### src/rtl/gpu_pipe_pkg.sv
// Shared constants and helpers for GPU lane-balancing pipelines.
package gpu_pipe_pkg;

  // Standard lane delays used to size balancing pipes.
  localparam int RASTER_LAT  = 4;
  localparam int SHADE_LAT   = 6;
  localparam int MEM_RET_LAT = 12;

  function automatic int occ_width(input int depth);
    return $clog2(depth + 1);
  endfunction

endpackage

### src/rtl/elastic_pipe_stage.sv
// One valid/data register pair of the elastic pipe; the top decides load/adv.
module elastic_pipe_stage
  import gpu_pipe_pkg::*;
#(
  parameter int WIDTH      = 8,
  parameter bit CLEAR_DATA = 1'b1
) (
  input  logic             clk,
  input  logic             rst,
  input  logic             clk_en,
  input  logic             flush,
  input  logic             load_i,
  input  logic             adv_i,
  input  logic [WIDTH-1:0] d_i,
  output logic             v_o,
  output logic [WIDTH-1:0] d_o
);

  logic             v_q, v_d;
  logic [WIDTH-1:0] d_q, d_d;

  always_comb begin
    v_d = v_q;
    d_d = d_q;
    if (clk_en) begin
      if (flush) begin
        v_d = 1'b0;
        if (CLEAR_DATA) d_d = '0;
      end else begin
        v_d = (v_q & ~adv_i) | load_i;
        if (load_i) d_d = d_i;
      end
    end
  end

  always_ff @(posedge clk or posedge rst) begin
    if (rst) v_q <= 1'b0;
    else     v_q <= v_d;
  end

  // Data regs only carry a reset when they must read back as zero.
  if (CLEAR_DATA) begin : g_dclr
    always_ff @(posedge clk or posedge rst) begin
      if (rst) d_q <= '0;
      else     d_q <= d_d;
    end
  end else begin : g_dkeep
    always_ff @(posedge clk) d_q <= d_d;
  end

  assign v_o = v_q;
  assign d_o = d_q;

endmodule

### src/rtl/elastic_shift_pipe.sv
// DEPTH-stage elastic data+valid pipe with collapsing bubbles, flush and occupancy.
module elastic_shift_pipe
  import gpu_pipe_pkg::*;
#(
  parameter int WIDTH      = 8,
  parameter int DEPTH      = 4,
  parameter bit CLEAR_DATA = 1'b1,
  localparam int OW        = occ_width(DEPTH)
) (
  input  logic             clk,
  input  logic             rst,
  input  logic             clk_en,
  input  logic             flush,
  input  logic             in_valid,
  output logic             in_ready,
  input  logic [WIDTH-1:0] in_data,
  output logic             out_valid,
  input  logic             out_ready,
  output logic [WIDTH-1:0] out_data,
  output logic [OW-1:0]    occupancy
);

  logic [DEPTH-1:0]            v, adv, load;
  logic [DEPTH-1:0][WIDTH-1:0] d;
  logic [OW-1:0]               occ_q, occ_d;
  logic                        xfer;

  // Stage i is stuck only if every stage ahead is valid and the sink isn't
  // taking; flattened so adv depends on v alone rather than on itself.
  always_comb begin
    adv = '0;
    for (int i = 0; i < DEPTH; i++) begin
      logic blocked;
      blocked = 1'b1;
      for (int j = i + 1; j < DEPTH; j++) blocked = blocked & v[j];
      adv[i] = v[i] & clk_en & (out_ready | ~blocked);
    end
  end

  assign in_ready  = clk_en & ~flush & ~rst & (~v[0] | adv[0]);
  assign out_valid = v[DEPTH-1] & clk_en;
  assign out_data  = d[DEPTH-1];
  assign xfer      = out_valid & out_ready;

  for (genvar i = 0; i < DEPTH; i++) begin : g_stage
    logic [WIDTH-1:0] d_in;
    if (i == 0) begin : g_head
      assign load[i] = in_valid & in_ready;
      assign d_in    = in_data;
    end else begin : g_body
      assign load[i] = adv[i-1];
      assign d_in    = d[i-1];
    end

    elastic_pipe_stage #(
      .WIDTH      (WIDTH),
      .CLEAR_DATA (CLEAR_DATA)
    ) u_stage (
      .clk    (clk),
      .rst    (rst),
      .clk_en (clk_en),
      .flush  (flush),
      .load_i (load[i]),
      .adv_i  (adv[i]),
      .d_i    (d_in),
      .v_o    (v[i]),
      .d_o    (d[i])
    );
  end

  always_comb begin
    occ_d = occ_q;
    if (clk_en) begin
      if (flush) occ_d = '0;
      else       occ_d = occ_q + OW'(load[0]) - OW'(xfer);
    end
  end

  always_ff @(posedge clk or posedge rst) begin
    if (rst) occ_q <= '0;
    else     occ_q <= occ_d;
  end

  assign occupancy = occ_q;

  a_occ_range : assert property (@(posedge clk) disable iff (rst)
    (occ_q <= OW'(DEPTH)) && (occ_q == OW'($countones(v))));

endmodule

### config.mk
export PLATFORM = sky130hd
export DESIGN_NAME = elastic_shift_pipe
export DESIGN_NICKNAME = d
export VERILOG_FILES = /design/src/rtl/gpu_pipe_pkg.sv /design/src/rtl/elastic_pipe_stage.sv /design/src/rtl/elastic_shift_pipe.sv
export SDC_FILE = /design/constraint.sdc
export NUM_CORES = 1
export LEC_CHECK = 0
export CAP_MARGIN = 40
export CORE_UTILIZATION = 30
export CTS_CLUSTER_DIAMETER = 30
export DETAILED_ROUTE_END_ITERATION = 10
export GPL_TIMING_DRIVEN = 0
export MAX_ROUTING_LAYER = met4
export PLACE_DENSITY = 0.59
export RECOVER_POWER = 100
export SLEW_MARGIN = 15
export SYNTH_ARGS = -nofsm -noshare
export SYNTH_HDL_FRONTEND = slang
export SYNTH_SLANG_ARGS = --single-unit
### constraint.sdc
create_clock -name clk -period 2.2 [get_ports clk]
set_input_delay 0.33 -clock clk [delete_from_list [all_inputs] [get_ports clk]]
set_output_delay 0.33 -clock clk [all_outputs]
set_load 0.05 [all_outputs]
==> metrics.md, run 1 <==
| Metric | Value |
|---|---|
| Worst-skew pair later-pin latency | `290 ps` |
| Place WS | `-569.8 ps` |
| Pre-Repair DR Iteration Count | `4` |
| Leading area contributor after synthesis | `dfrtp_1` |
| Power per cell area | `686.5 mW/mm2` |
| Post-synth EDFFs | `0` |
| Critical Path End Type | `register` |
| Power after layout | `1.605 mW` |
| WL/cell | `13.87 um` |
| Core area | `0.005574 mm2` |
| Critical path class | `input pin to register` |
| Synth cell count leaders | `39 x dfrtp_1, 19 x inv_1, 16 x a22o_1` |
| Final Hold Viols | `0` |
| P_int | `1.192 mW` |
| HPWL Detailed | `2.482 mm` |
| Synth Area in Compound Gates | `26.58%` |
| CTS tree | `done` |
| Clk buf depth | `2` |
| Design Area, Final | `0.002337 mm2` |
| Fmax | `459.0 MHz` |
| Xor-xnor portion of the synthesized cell area | `0.5014%` |
| Syn Nets | `171` |
| Status | `finished, final reports clean` |
| Area delta synth->final | `33.81%` |
| Clock slew seen by the registers of the worst setup and hold paths | `80 ps` |
| Layout net count | `210` |
| Final period utilization | `99.03%` |
| Initial antenna violation count | `0` |
| DRC viols | `0` |
| H-tree depth | `2` |
| Crit path time final | `2179 ps` |
| Clock share of power | `36.6%` |
| Num ports | `27` |
| Source of the worst register-to-register timing path | `g_stage[2].u_stage.v_o` |
| Post-Syn Area per Cell | `11.34 um2` |
| Die area | `0.006132 mm2` |
| ANT nets after route | `0` |
| Via count | `1,249` |
| Clock Sinks | `39` |
| Count leader, synth | `dfrtp_1` |
| Nature of the critical path startpoint | `input pin` |
| Post-synthesis mux area share | `0%` |
| CP arrival | `2320 ps` |
| Top_reg_cell synth | `dfrtp_1` |
| Worst R2R End | `occupancy[2]` |
| GRT Total Usage | `13.90%` |
| Share of cells above drive strength 1 | `24.23%` |
| Number of max-cap violations | `0` |
| Largest family of logic cells by synthesized area | `compound AO/OA/AOI/OAI gates` |
| DRT Wirelength | `3.690 mm` |
| Maximum vdd drop | `0.3975 mV` |
| Synth Register Bits | `39` |
| Comb power frac | `13.9%` |
| Synth Area in Adders | `2.579%` |
| Die width | `78.31 um` |
| Req. time, crit path | `2340 ps` |
| Largest net degree at the start of global routing | `34` |
| Simple-Gate Fraction of Synth Area | `7.808%` |
| Setup Viol. Count Final | `0` |
| Clock skew | `6.448 ps` |
| R2R depth | `12` |
| Synth async-reset ratio | `100.0%` |
| Yosys warning total | `0` |
| Post-placement cell count | `252` |
| 1st-iter DRT viols | `86` |
| RSZ-0062 raised after global routing | `yes` |
| Crit-path max FO | `2` |
| Root Buffer | `clkbuf_8` |
| Diode count | `0` |
| Top cells by area, synth | `dfrtp_1 56%, a22o_1 8.0%, a22o_2 4.6%` |
| GR Overflow Total | `0` |
| Buffers on Ports | `25` |
| Sw Share | `25.69%` |
| Leak | `1.037 nW` |
| Share of the synthesized area in the top cell type | `55.87%` |
| GP Congestion | `0.7375` |
| Final Max Slew Viols | `0` |
| Synth Cell Area | `0.001747 mm2` |
| Die H | `78.31 um` |
| FILL cells | `531` |
| Psw | `0.4122 mW` |
| Util after Layout | `41.93%` |
| Seq/Total Area, Yosys | `55.87%` |
| Slew headroom | `65.08%` |
| Worst-Margin Slew | `523.7 ps` |
| Global-route wire length before repair | `6.279 mm` |
| Reg power frac | `49.5%` |
| Inserted Clock Buffers | `5` |
| Final Non-Filler Cells | `266` |
| Worst setup margin | `21.30 ps` |
| Synth unique cells | `36` |
| CTS Hold Buffers Added | `0` |
| Syn Inst Count | `154` |
| Setup slack on the worst flop-to-flop path | `20 ps` |
| Vias/cell | `4.695` |
| Placed cell areas | `0.002122 mm2` |
| Rows | `27` |
| Starting density of the core | `31.34%` |
| Hold Path Class | `input pin to asynchronous set/reset pin` |
| Number of global-route vias before repair | `1,289` |
[per-layer routing]
layer	vias up	track usage, %	wire length, um
met3	2	3.837	169
met2	31	19.39	1620
li1	640	-	-
met4	0	5.185	34
met5	-	-	0
met1	576	19.12	1865
[kinds of logic (layout without fill, tap and decap cells)]
logic type	after synthesis	after routing
compound gates	60	60
flops	39	39
buf+inv	27	67
simple gates	24	24
fa+ha+maj	3	3
xor+xnor	1	1
[layout by cell type (no fill, tap or decap), types with 3 or more instances in the layout]
cell,count
a22o_1,16
a22o_2,8
a22oi_1,9
and3_1,3
buf_4,5
clkbuf_8,6
clkdlybuf4s50_1,22
dfrtp_1,39
inv_1,16
nand2_1,9
o21ai_0,6
o22ai_1,12
[per-stage QoR]
step,setup TNS [ps],hold WS (ps)
global route,-140.4,388.9
floorplan,0,466.9
global placement,-2270,489.8
CTS,-59.66,347.5
detailed placement,-1433,489.2
finish,0,374.3
[registers in the layout, summed over array words and instances, names as in the netlist]
| name | cells |
|---|---|
| g_stage.u_stage.d_o | 32 |
| g_stage.u_stage.v_o | 4 |
| occupancy | 3 |
[how the worst max path moves through the flow]
stage	startpoint	endpoint	slack [ps]	cells after the start
6_report	rst	occupancy[2]	20	12
5_1_grt	g_stage[2].u_stage.v_o	occupancy[2]	-90	12
4_1_cts	g_stage[3].u_stage.v_o	occupancy[2]	-60	12
3_5_place_dp	out_ready	occupancy[2]	-570	13
3_3_place_gp	rst	in_ready	-1150	4
2_1_floorplan	g_stage[2].u_stage.v_o	occupancy[2]	10	12
[worst max-delay path, stage by stage]
cell and delay, ps:
clkdlybuf4s50_1 490, nor2b_4 170, nand3_2 110, ha_4 240
inv_4 50, ha_4 110, inv_2 30, fa_2 340
xnor2_2 190, nor3b_2 70, a21oi_1 110, o22ai_1 80
[cell type report]
class	instances	area (um2)	share of cell area, %
buffer	8	61.31	2.623
clock buffer	5	68.82	2.944
multi-input combinational	88	716.9	30.67
tap	72	90.09	3.854
timing repair buffer	32	306.5	13.12
sequential	39	975.9	41.76
inverter	19	73.82	3.158
clock inverter	3	43.79	1.874
[power by group through the flow]
stage | sequential [mW] | clock [mW] | combinational (mW)
after CTS | 0.792 | 0.605 | 0.223
after detailed placement | 0.806 | 0 | 0.214
after floorplan | 0.824 | 0 | 0.116
final | 0.794 | 0.588 | 0.223
after global placement | 0.804 | 0 | 0.205
after global routing | 0.800 | 0.647 | 0.248
[what timing repair did]
action	in CTS	in global routing
gates resized for setup	14	5
setup endpoints to repair	4	2
cloned	0	0
pin swaps	7	6
buffers inserted	5	1
(Power assumes the default switching activity.)
==> run 2, diff against run 1 <==
SYNTH_HIERARCHICAL = 1   (was default)
==> run 2 against run 1 <==
Clock power shrank 26%. Synthesized cell count grew 16%. Largest power group unchanged. Register-to-register slack lost 340 ps. Via count grew 14%. Global-route usage shrank 0.26 points. Design area grew 3.2%. Setup slack lost 340 ps. Clock skew is essentially flat. Fmax shrank 14%. The flow now finishes with violations (setup timing). Total power shrank 2.9%. Sequential share of layout area shrank 1.3 points.
==> metrics.md, run 2 <==
| Metric | Value |
|---|---|
| Synth Cell Area | `0.001896 mm2` |
| DRT Wirelength | `3.882 mm` |
| Status | `finished, violations left` |
| Global route hottest layer | `met2` |
| Final Hold Viols | `0` |
| RSZ-0062 raised after global routing | `yes` |
| ANT nets after route | `0` |
| Met3 Usage GRT | `3.000%` |
| CTS tree | `done` |
| Critical path class | `input pin to register` |
| Largest family of logic cells by synthesized area | `compound AO/OA/AOI/OAI gates` |
| Failing checks | `setup timing` |
| Post-synth EDFFs | `0` |
| Setup Viol. Count Final | `2` |
| Area of the multi-input gates | `842.1 um2` |
| Post-synthesis mux area share | `0%` |
| Final period utilization | `114.7%` |
| R2R depth | `11` |
| Leak | `1.070 nW` |
| Met2 Resource Use GR | `19.08%` |
| Post-Syn Area per Cell | `10.65 um2` |
| Yosys warning total | `6` |
| Syn Inst Count | `178` |
| Leading area contributor after synthesis | `dfrtp_1` |
| Share of cells above drive strength 1 | `14.95%` |
| H-tree depth | `2` |
| Global-route wire length before repair | `6.617 mm` |
| Crit path time final | `2523 ps` |
| Buffers on Ports | `26` |
| Root Buffer | `clkbuf_8` |
| Synth Area in Compound Gates | `20.26%` |
| Vias/cell | `4.941` |
| Met1 Track Usage GR | `18.78%` |
| Source of the worst register-to-register timing path | `g_stage[3].u_stage/v_o` |
| Count leader, synth | `dfrtp_1` |
| Xor-xnor portion of the synthesized cell area | `0.4620%` |
| Inserted Clock Buffers | `5` |
| DRC viols | `0` |
| Die width | `81.49 um` |
| Maximum vdd drop | `0.3772 mV` |
| Die H | `81.49 um` |
| Synth unique cells | `29` |
| Clk buf depth | `2` |
| Max incr delay on CP | `550 ps` |
| Synth Register Bits | `39` |
| Critical Path Slowest Stage Cell | `or4b_4` |
| Post-placement cell count | `281` |
| Place WS | `-1227 ps` |
| Top cells by area, synth | `dfrtp_1 51%, a22o_1 7.4%, o221ai_1 7.4%` |
| WL/cell | `13.43 um` |
| Hold Path Class | `input pin to asynchronous set/reset pin` |
| Clock slew seen by the registers of the worst setup and hold paths | `60 ps` |
| Number of max-cap violations | `0` |
| HPWL Detailed | `2.920 mm` |
| Number of global-route vias before repair | `1,342` |
| Synth async-reset ratio | `100.0%` |
| Worst setup margin | `-322.6 ps` |
| Worst-Margin Slew | `598.0 ps` |
| Crit-path max FO | `9` |
| Synth cell count leaders | `39 x dfrtp_1, 27 x inv_1, 17 x nand2b_1` |
| GR Overflow Total | `0` |
| Syn Nets | `195` |
| Pre-Repair DR Iteration Count | `4` |
| Core area | `0.005991 mm2` |
| Rows | `28` |
| CP arrival | `2690 ps` |
| FILL cells | `579` |
| Layout net count | `232` |
| Via count | `1,428` |
| Worst R2R End | `occupancy[2]` |
| Final Max Slew Viols | `0` |
| Req. time, crit path | `2370 ps` |
| 1st-iter DRT viols | `65` |
| Clock skew | `5.967 ps` |
| Area delta synth->final | `27.19%` |
| Share of the synthesized area in the top cell type | `51.49%` |
| Most frequent cells in the layout | `39 x dfrtp_1, 25 x inv_1` |
| Largest net degree at the start of global routing | `24` |
| GRT Total Usage | `13.64%` |
| Nature of the critical path startpoint | `input pin` |
| Register area | `975.9 um2` |
| Synth Area in Adders | `2.376%` |
| Num ports | `27` |
| Number of flip-flops under the largest register name | `32` |
| Power per cell area | `646.5 mW/mm2` |
| Starting density of the core | `31.64%` |
| Crit path max-delay family | `simple AND/OR/NAND/NOR gates` |
| Critical Path End Type | `register` |
| Diode count | `0` |
| Fmax | `396.4 MHz` |
| Seq/Total Area, Yosys | `51.49%` |
| Simple-Gate Fraction of Synth Area | `18.75%` |
| Initial antenna violation count | `0` |
| Top_reg_cell synth | `dfrtp_1` |
| Final Non-Filler Cells | `289` |
| Die area | `0.006641 mm2` |
| Setup slack on the worst flop-to-flop path | `-320 ps` |
| GP Congestion | `0.7476` |
| Slew headroom | `59.95%` |
| Worst-skew pair later-pin latency | `290 ps` |
| Commonest non-fill, non-tap cell in the layout | `dfrtp_1` |
| Clock Sinks | `39` |
| Worst path cell trace | `clkdlybuf4s15_2, buf_6, nand2b_4, or4b_4, ha_4, inv_2, ha_4, inv_2, fa_2, xnor2_2, nor3_1, a311o_1` |
| Buf+Inv Stages, Crit Path | `4` |
run 2: repair_timing:
item / in CTS / in global routing
endpoints found under the setup margin: 14 / 3
pin swaps: 5 / 1
resized for setup: 14 / 1
cloned: 0 / 0
hold endpoints to repair: 0 / 0
buffers inserted: 2 / 0
hold buffers: 0 / 0
run 2: kinds of logic after synthesis:
logic type	Yosys count
buf+inv	32
flops	39
xor+xnor	1
fa+ha+maj	3
compound gates	49
simple gates	54
run 2: final cells by class:
type | count | share of cell area, %
Buffer | 5 | 1.297
Timing Repair Buffer | 30 | 12.20
Sequential cell | 39 | 40.48
Clock buffer | 6 | 3.010
Multi-Input combinational cell | 107 | 34.92
Tap cell | 75 | 3.892
Inverter | 27 | 4.203
run 2: metal layers:
layer	routed length [um]	part of all wire, %	vias up
li1	-	-	718
met1	2091	54	680
met2	1604	41	25
met3	123	3.2	5
met4	63	1.6	0
met5	0	0	-
run 2: worst max-delay path by stage:
stage                        end  depth (start not counted)                    from  slack (ps)
floorplan           occupancy[2]                         10  g_stage[3].u_stage/v_o        -380
global placement    occupancy[2]                         11                   flush       -1640
detailed placement  occupancy[2]                         12                  clk_en       -1230
CTS                 occupancy[2]                         11  g_stage[3].u_stage/v_o        -330
global route        occupancy[2]                         11  g_stage[3].u_stage/v_o        -400
finish              occupancy[2]                         12                  clk_en        -320
run 2: power breakdown:
part	total, mW	switching [mW]	internal, mW
Combinational	0.294	0.174	0.120
Sequential	0.829	0.0505	0.779
Clock	0.435	0.224	0.211
run 2: worst reg2reg max path: stages (launching register included):
cell,delay (ps)
dfrtp_1,380
nor2b_4,140
and4_4,150
or4b_4,490
ha_4,220
inv_2,60
ha_4,110
inv_2,30
fa_2,350
xnor2_2,150
nor3_1,60
a311o_1,270
run 2: metrics by stage:
stage	total power [mW]	setup TNS (ps)	hold WS, ps	area, um2	utilization, %
2_1_floorplan	1.029	-475.3	83.64	1931	-
3_3_place_gp	1.134	-19940	490.7	2285	38.14
3_5_place_dp	1.144	-10880	491.2	2305	38.47
4_1_cts	1.590	-423.0	191.8	2411	40.25
5_1_grt	1.649	-702.4	212.5	2411	40.25
6_report	1.559	-391.7	204.5	2411	40.25
==> run 3, diff against run 2 <==
--- a/config.mk
+++ b/config.mk
@@ -7,3 +7,3 @@
 export LEC_CHECK = 0
-export CAP_MARGIN = 40
+export CAP_MARGIN = 20
 export CORE_UTILIZATION = 30
--- a/constraint.sdc
+++ b/constraint.sdc
@@ -3,2 +3,2 @@
 set_output_delay 0.33 -clock clk [all_outputs]
-set_load 0.05 [all_outputs]
+set_load 0.01 [all_outputs]
==> run 3 against run 2 <==
The run still ends with setup timing left. Largest cell class unchanged. Fmax up 0.19%. Non-clock buffer count fell by 1. Final cell count decreased by 0.35%. Combinational power shrank 23%. Routed wire length down 1.2%.
==> metrics.md, run 3 (synthesis results as in run 2) <==
| Metric | Value |
|---|---|
| Initial antenna violation count | `0` |
| CTS Hold Buffers Added | `0` |
| Setup tns final | `-394.6 ps` |
| H-tree depth | `2` |
| Critical Path Start | `g_stage[3].u_stage/v_o` |
| CTS tree | `done` |
| Die H | `81.49 um` |
| Core area | `0.005991 mm2` |
| Status | `finished, violations left` |
| Buffers on Ports | `26` |
| Worst-skew pair later-pin latency | `280 ps` |
| Number of global-route vias before repair | `1,311` |
| WL/cell | `13.32 um` |
| Die width | `81.49 um` |
| Leak | `1.060 nW` |
| Largest net degree at the start of global routing | `35` |
| RSZ-0062 raised after global routing | `yes` |
| Vias/cell | `4.955` |
| Clock skew | `6.486 ps` |
| Place WS | `-1646 ps` |
| Share of cells above drive strength 1 | `14.08%` |
| DRC viols | `0` |
| Max incr delay on CP | `490 ps` |
| Power after layout | `1.486 mW` |
| Num ports | `27` |
| Diode count | `0` |
| Hold Path Class | `input pin to asynchronous set/reset pin` |
| Rows | `28` |
| 1st-iter DRT viols | `49` |
| Pre-Repair DR Iteration Count | `4` |
| ANT nets after route | `0` |
| Worst-Margin Slew | `653.0 ps` |
| Critical Path End Type | `register` |
| Util after Layout | `39.64%` |
| Commonest non-fill, non-tap cell in the layout | `dfrtp_1` |
| Nature of the critical path startpoint | `register` |
| HPWL Detailed | `2.837 mm` |
| CP arrival | `2680 ps` |
| Final Max Slew Viols | `0` |
| Req. time, crit path | `2360 ps` |
| Setup Viol. Count Final | `2` |
| Number of flip-flops under the largest register name | `32` |
| Root Buffer | `clkbuf_8` |
| Final period utilization | `114.4%` |
| Clock Sinks | `39` |
| GP Congestion | `0.7476` |
| WHS | `205.5 ps` |
| Worst setup margin | `-317.9 ps` |
| Die area | `0.006641 mm2` |
| Clock slew seen by the registers of the worst setup and hold paths | `60 ps` |
| Maximum vdd drop | `0.3365 mV` |
| Power per cell area | `625.8 mW/mm2` |
| Final Hold Viols | `0` |
| GRT Total Usage | `13.25%` |
| Layout net count | `231` |
| Source of the worst register-to-register timing path | `g_stage[3].u_stage/v_o` |
| Critical path class | `register to register` |
| Starting density of the core | `31.64%` |
| Global-route wire length before repair | `6.492 mm` |
| Most frequent cells in the layout | `39 x dfrtp_1, 25 x inv_1` |
| FILL cells | `592` |
| Failing checks | `setup timing` |
| Slew headroom | `56.26%` |
| DRT Wirelength | `3.835 mm` |
| Area delta synth->final | `25.28%` |
| Worst path cell trace | `nor2b_4, and4_4, or4b_4, ha_4, inv_2, ha_4, inv_2, fa_2, xnor2_2, nor3_1, a311o_1` |
| Clk buf depth | `2` |
| Number of max-cap violations | `0` |
| Crit-path max FO | `4` |
| Inserted Clock Buffers | `5` |
| Via count | `1,427` |
| Crit path time final | `2518 ps` |
| Critical Path Slowest Stage Cell | `or4b_4` |
| Fmax | `397.2 MHz` |
| GR Overflow Total | `0` |
run 3: changes by cell type in the layout (fill, tap and decap cells not counted), moves of 2 or more:
cell / change
dlygate4sd3_1: +2
clkdlybuf4s15_2: -2
o21ai_0: -3
o21ai_1: +3
run 3: per-stage QoR:
step                cells  cell area (um2)
CTS                   288             2376
global placement      279             2285
finish                288             2375
floorplan             178             1931
detailed placement    280             2290
global route          288             2375
run 3: layout make-up:
| type | count | area [um2] | area share (%) |
|---|---|---|---|
| Timing Repair Buffer | 29 | 269.0 | 11.33 |
| Multi-Input combinational cell | 107 | 830.8 | 34.98 |
| Sequential cell | 39 | 975.9 | 41.10 |
| Buffer | 5 | 31.28 | 1.317 |
| Tap cell | 75 | 93.84 | 3.952 |
| Inverter | 27 | 101.3 | 4.268 |
| Clock buffer | 6 | 72.57 | 3.056 |
run 3: timing repair:
action | 4_1_cts | 5_1_grt
endpoints found under the setup margin | 14 | 2
pin swaps | 5 | 0
gates resized for setup | 16 | 0
setup buffers | 2 | 0
run 3: path summary, 6_finish.rpt:
check                           cells past startpoint                         to  slack, ps
worst min-delay path                                2               occupancy[0]        210
worst max register to register                     11               occupancy[2]       -320
worst max-delay path                               11               occupancy[2]       -320
max in group asynchronous                           2  g_stage[1].u_stage/d_o[4]       1640
worst min register to register                      1  g_stage[3].u_stage/d_o[4]        500
min in group clk                                    2  g_stage[0].u_stage/d_o[1]        480
run 3: power breakdown:
group          switching (mW)  total, mW  internal [mW]
sequential             0.0504      0.829          0.779
combinational           0.111      0.226          0.115
clock                   0.220      0.431          0.211
total                   0.381       1.49           1.10
run 3: metal layers:
metal | GRT usage (%) | part of all wire, % | up-vias
li1 | - | - | 714
met1 | 18.22 | 53 | 680
met2 | 18.67 | 42 | 28
met3 | 3.000 | 3.3 | 5
met4 | 5.357 | 1.3 | 0
met5 | - | 0 | -
run 3: worst max-delay path: cells and delay by family, from the launching register on:
kind / cells / cell delay (ps)
simple gates: 4 / 840
buf+inv: 2 / 90
xor+xnor: 1 / 140
compound gates: 1 / 270
fa+ha+maj: 3 / 680
flops: 1 / 380
